$ cat config.mk
export PLATFORM = sky130hd
export DESIGN_NAME = sts_autocorrelator
export DESIGN_NICKNAME = d
export VERILOG_FILES = /design/src/rtl/sts_autocorrelator_pkg.sv /design/src/rtl/sts_autocorrelator_cmplx_mult_conj.sv /design/src/rtl/sts_autocorrelator.sv
export SDC_FILE = /design/constraint.sdc
export NUM_CORES = 2
export LEC_CHECK = 0
export ABC_AREA = 0
export CORE_MARGIN = 3
export CORE_UTILIZATION = 60
export DETAILED_ROUTE_END_ITERATION = 10
export PLACE_DENSITY = 0.8
export SYNTH_ARGS = -nofsm -noshare
export SYNTH_HDL_FRONTEND = slang
export SYNTH_SLANG_ARGS = --single-unit
$ cat constraint.sdc
create_clock -name Clk -period 12.3 [get_ports Clk]
set_clock_uncertainty 0.2 [all_clocks]
set_input_delay 1.845 -clock Clk [delete_from_list [all_inputs] [get_ports Clk]]
set_output_delay 1.845 -clock Clk [all_outputs]
set_load 0.01 [all_outputs]
$ cat src/rtl/sts_autocorrelator_pkg.sv
// Shared widths, complex bundles and magnitude helper for the STS autocorrelator.
// Define STS_MAG_MAXMIN_EN to switch |c| to max + min/2.
package sts_autocorrelator_pkg;

  localparam int LAG_DEF = 16;
  localparam int WIN_DEF = 16;
  localparam int SMP_W   = 8;
  localparam int PROD_W  = 17;
  localparam int ACC_W   = 21;
  localparam int OUT_W   = 22;
  localparam int FRAC_W  = 14;

  typedef struct packed {
    logic signed [SMP_W-1:0] re;
    logic signed [SMP_W-1:0] im;
  } smp_t;

  typedef struct packed {
    logic signed [PROD_W-1:0] re;
    logic signed [PROD_W-1:0] im;
  } prod_t;

  typedef struct packed {
    logic signed [ACC_W-1:0] re;
    logic signed [ACC_W-1:0] im;
  } acc_t;

  function automatic logic [OUT_W-1:0] abs_ext(
    input logic signed [ACC_W-1:0] x
  );
    logic signed [OUT_W-1:0] s;
    s = OUT_W'(x);
    return s[OUT_W-1] ? OUT_W'(-s) : OUT_W'(s);
  endfunction

  function automatic logic [OUT_W-1:0] sts_mag(
    input logic signed [ACC_W-1:0] re,
    input logic signed [ACC_W-1:0] im
  );
    logic [OUT_W-1:0] ar;
    logic [OUT_W-1:0] ai;
`ifdef STS_MAG_MAXMIN_EN
    logic [OUT_W-1:0] mx;
    logic [OUT_W-1:0] mn;
`endif
    ar = abs_ext(re);
    ai = abs_ext(im);
`ifdef STS_MAG_MAXMIN_EN
    mx = (ar > ai) ? ar : ai;
    mn = (ar > ai) ? ai : ar;
    return mx + (mn >> 1);
`else
    return ar + ai;
`endif
  endfunction

endpackage

$ cat src/rtl/sts_autocorrelator_cmplx_mult_conj.sv
// Combinational a * conj(b) for Q1.7 samples; Q2.14 result.
// Registered by the parent pipeline stage.
module cmplx_mult_conj
  import sts_autocorrelator_pkg::*;
(
  input  logic signed [SMP_W-1:0]  a_re,
  input  logic signed [SMP_W-1:0]  a_im,
  input  logic signed [SMP_W-1:0]  b_re,
  input  logic signed [SMP_W-1:0]  b_im,
  output logic signed [PROD_W-1:0] p_re,
  output logic signed [PROD_W-1:0] p_im
);

  logic signed [PROD_W-1:0] ar;
  logic signed [PROD_W-1:0] ai;
  logic signed [PROD_W-1:0] br;
  logic signed [PROD_W-1:0] bi;

  assign ar = PROD_W'(a_re);
  assign ai = PROD_W'(a_im);
  assign br = PROD_W'(b_re);
  assign bi = PROD_W'(b_im);

  // (-1)*(-1) + (-1)*(-1) = 2.0 is the only value needing bit 16
  assign p_re = ar * br + ai * bi;
  assign p_im = ai * br - ar * bi;

endmodule

$ cat src/rtl/sts_autocorrelator.sv
// 4-stage lag autocorrelator: delay, conj multiply, moving sum, magnitude.
// STS_MAG_MAXMIN_EN selects the max + min/2 magnitude estimate.
module sts_autocorrelator
  import sts_autocorrelator_pkg::*;
#(
  parameter int LAG = LAG_DEF,
  parameter int WIN = WIN_DEF
) (
  input  logic             Clk,
  input  logic             Rst_n,
  input  logic             DataInEnable,
  input  logic [SMP_W-1:0] DataInRe,
  input  logic [SMP_W-1:0] DataInIm,
  output logic             DataOutEnable,
  output logic [OUT_W-1:0] AbsoluteData
);

  smp_t  line_q [LAG+1];
  smp_t  line_d [LAG+1];
  logic  v1_q, v1_d;

  prod_t p_q, p_d;
  logic  v2_q, v2_d;

  prod_t pdl_q [WIN];
  prod_t pdl_d [WIN];
  acc_t  acc_q, acc_d;
  logic  v3_q, v3_d;

  logic [OUT_W-1:0] mag_q, mag_d;
  logic             v4_q, v4_d;

  logic signed [PROD_W-1:0] m_re;
  logic signed [PROD_W-1:0] m_im;

  // line[0] is r(n), line[LAG] is r(n-LAG)
  always_comb begin
    v1_d = DataInEnable;
    for (int i = 0; i <= LAG; i++) begin
      line_d[i] = '0;
    end
    if (DataInEnable) begin
      line_d[0].re = $signed(DataInRe);
      line_d[0].im = $signed(DataInIm);
      for (int i = 1; i <= LAG; i++) begin
        line_d[i] = line_q[i-1];
      end
    end
  end

  cmplx_mult_conj u_mult (
    .a_re (line_q[0].re),
    .a_im (line_q[0].im),
    .b_re (line_q[LAG].re),
    .b_im (line_q[LAG].im),
    .p_re (m_re),
    .p_im (m_im)
  );

  always_comb begin
    v2_d = v1_q;
    p_d  = '0;
    if (v1_q) begin
      p_d.re = m_re;
      p_d.im = m_im;
    end
  end

  // pdl_q[WIN-1] holds p(n-WIN) while p_q holds p(n)
  always_comb begin
    v3_d  = v2_q;
    acc_d = '0;
    for (int i = 0; i < WIN; i++) begin
      pdl_d[i] = '0;
    end
    if (v2_q) begin
      pdl_d[0] = p_q;
      for (int i = 1; i < WIN; i++) begin
        pdl_d[i] = pdl_q[i-1];
      end
      acc_d.re = acc_q.re
               + ACC_W'($signed(p_q.re))
               - ACC_W'($signed(pdl_q[WIN-1].re));
      acc_d.im = acc_q.im
               + ACC_W'($signed(p_q.im))
               - ACC_W'($signed(pdl_q[WIN-1].im));
    end
  end

  always_comb begin
    v4_d  = v3_q;
    mag_d = '0;
    if (v3_q) begin
      mag_d = sts_mag(acc_q.re, acc_q.im);
    end
  end

  always_ff @(posedge Clk or negedge Rst_n) begin
    if (!Rst_n) begin
      line_q <= '{default: '0};
      v1_q   <= 1'b0;
      p_q    <= '0;
      v2_q   <= 1'b0;
      pdl_q  <= '{default: '0};
      acc_q  <= '0;
      v3_q   <= 1'b0;
      mag_q  <= '0;
      v4_q   <= 1'b0;
    end else begin
      line_q <= line_d;
      v1_q   <= v1_d;
      p_q    <= p_d;
      v2_q   <= v2_d;
      pdl_q  <= pdl_d;
      acc_q  <= acc_d;
      v3_q   <= v3_d;
      mag_q  <= mag_d;
      v4_q   <= v4_d;
    end
  end

  assign DataOutEnable = v4_q;
  assign AbsoluteData  = mag_q;

endmodule
==> flow_summary.toml <==
[outcome]
outcome = "completed"

[timing]
setup-violations-final = 0
drv_slew = 0
final-hold-violation-count = 0
period_minus_slack_ns = 6.15
worst_slack_ns = 6.15
finalSetupTns_ns = 0
holdWs_ns = 0.237
tightest_slew_ns = 1.24
rsz0062_at_grt = "no"
period_share = 0.500
relSlewSlack = 0.175
max_freq_mhz = 163

[clocking]
clk_pin_slew_worst_paths_ns = 0.06
cts_setup_buffers = 0
root_buffer = "clkbuf_16"
cts_buffers = 88
cts_sinks = 918
cts_resized = 0
clkLatencyLatePin_ns = 0.65
cts_buffer_depth = 3
cts_tree = "done"
cts_htree_levels = 3
ctsHoldBuffers = 0

[routing]
dr_total_vias = 26004
dr.pass1.iters = 5
ant_nets = 0
drcViolationCount = 0
routedWlPerCell_um = 16.6
via_per_inst = 5.19
drt_iter0_markers = 1884
wirelength_um = 83100

[global_routing]
grt_pass1_wl_um = 139000
grt_max_degree = 377
overflow = 0
antenna_found_initial = 1
grt_pass1_vias = 27339
track_usage = 0.221

[yosys]
yosys.area_share.adder = 0.176
synth_edf_count = 0
syn_avg_cell_area_um2 = 11.4
netlist_area_um2 = 45300
synth_cell_types = 64
syn_inst = 3973
synth_top_family_by_area = "simple AND/OR/NAND/NOR gates"
synth_warnings = 0
ys_ff_latch = 918
synthSimpleGateAreaFrac = 0.181
synth-xor-area-share = 0.0298
synthMuxAreaShare = 0.00232
postSynth.asyncResetShare = 1.00
synth-compound-area-share = 0.0485
ys.flop_type = "dfrtp_1"
synth_fp_nets = 4470
synth-seq-area-share = 0.507

[cells_and_area]
fill_cells = 5481
drive_above_1_share = 0.0425
syn_to_final_growth_pct = 9.22
diodes = 0
final_nets = 4472
finalNonFillerCells = 5012

[pwr]
ir_drop_mv = 0.129
p_per_area_nw_per_um2 = 140
p_leak_nw = 25.9
finalPower_mw = 6.94

[placement]
port_buffers = 41
gp_congestion = 0.933
dp_hpwl_um = 55800
dp_cells = 4854
dp_slack_ns = 6.28

[worst_setup_path]
r2r_slack_ns = 6.15
r2r-start = "line_q[271]"
rr_worst_depth = 19
end_kind = "flop"
crit_type = "flop to flop"
worstSetupStartpointType = "flop"
critical_path_required_ns = 12.66
reg2reg_to = "p_q[15]"
arrival_ns = 6.50
cp_max_fo = 17

[flow_run]
maxCapViolations = 0

[hold_path]
min_path_cells = 1
holdPathEnd = "pdl_q[493]"
min_from = "pdl_q[527]"
hold_class = "flop to flop"

[floorplanning]
die_area_um2 = 78800
io_pins = 42
design.core.area_um2 = 74600
row_count = 100
start_util = 0.607
die_x_um = 281
die_y_um = 281
-- per-layer routing --
metal	up-vias	global-route usage	wire length, um
li1	12269	-	-
met1	13118	0.298	36500
met2	451	0.371	40900
met3	166	0.0323	3030
met4	0	0.0770	2730
met5	-	0	0
-- worst max path at each step --
| stage | from | end | depth (start not counted) |
|---|---|---|---|
| final | line_q[271] | p_q[15] | 19 |
| after detailed placement | line_q[271] | p_q[15] | 19 |
| after global routing | line_q[271] | p_q[15] | 19 |
| after CTS | line_q[271] | p_q[15] | 19 |
| after floorplan | line_q[10] | p_q[15] | 24 |
| after global placement | line_q[271] | p_q[15] | 19 |
-- cell type report --
class	instances	area (um^2)	share of cell area
timing repair buffer	53	569	0.0115
multi-input combinational	2385	19800	0.400
tap	969	1210	0.0245
inverter	529	1990	0.0401
clock inverter	31	382	0.00771
clock buffer	127	2540	0.0513
sequential	918	23000	0.464
-- through the flow --
| stage | util | instance area [um^2] |
|---|---|---|
| global placement | 0.624 | 46600 |
| CTS | 0.663 | 49500 |
| detailed placement | 0.624 | 46600 |
| global route | 0.663 | 49500 |
| finish | 0.663 | 49500 |
| floorplan | - | 45300 |
-- power breakdown --
group	internal, mW	total, mW	switching [mW]
Combinational	0.452	1.08	0.633
Sequential	3.08	3.15	0.0693
Clock	1.57	2.71	1.14
Total	5.10	6.94	1.84
-- sequential cells by signal, summed over array words and instances, names as in the netlist, 22 cells and up --
register      flops
pdl_q           544
p_q              34
line_q          272
AbsoluteData     22
acc_q            42
-- kinds of logic after synthesis --
group | Yosys count
flip-flops | 918
buffers and inverters | 670
multiplexers | 10
AND/OR/NAND/NOR | 1408
XOR/XNOR | 154
AO/OA/AOI/OAI | 335
adder cells (fa/ha/maj) | 478
-- cell usage in the layout, fill, tap and decap left out, types with 16 or more instances in the layout --
cell type and count:
xnor2_1 116, a21oi_1 90, a21o_1 35, dfrtp_1 917, nand4_1 18, clkbuf_1 20, nor2b_1 41, nand3_1 24
nand2_1 124, inv_1 528, nor2_1 123, o21a_1 23, clkbuf_8 19, a211oi_1 16, xor2_1 38, nor3_1 19
o21ai_0 68, ha_1 215, fa_1 263, and2_1 979, clkbuf_16 88, o21bai_1 18, nand2b_1 26, clkdlybuf4s50_1 39
-- cell usage after synthesis (18+ instances only) --
master,instances,area [um^2]
nand3_1,24,120
a21oi_1,90,450
nand4_1,18,113
inv_1,528,1980
o21bai_1,18,135
nor3_1,19,95.1
o21ai_0,68,340
xor2_1,38,333
and2_1,979,6120
nand2b_1,26,163
clkbuf_1,140,526
o21a_1,23,173
dfrtp_1,918,23000
ha_1,215,2690
fa_1,263,5270
xnor2_1,116,1020
a21o_1,35,263
nand2_1,124,465
nor2b_1,41,257
nor2_1,123,462
-- critical path, cell delays in order (launching register included) --
cell and delay [ns]:
dfrtp_1 0.79, nand2_1 0.29, fa_1 0.67, fa_1 0.54
inv_1 0.05, fa_1 0.47, inv_1 0.05, fa_1 0.47
inv_1 0.04, ha_1 0.34, and3_1 0.20, a211o_1 0.32
xnor2_1 0.27, ha_1 0.37, a21oi_1 0.17, nand2_1 0.07
a21oi_1 0.22, nand2_1 0.07, o21ai_0 0.23, mux2i_1 0.22
Power figures use the tool's default switching activity.
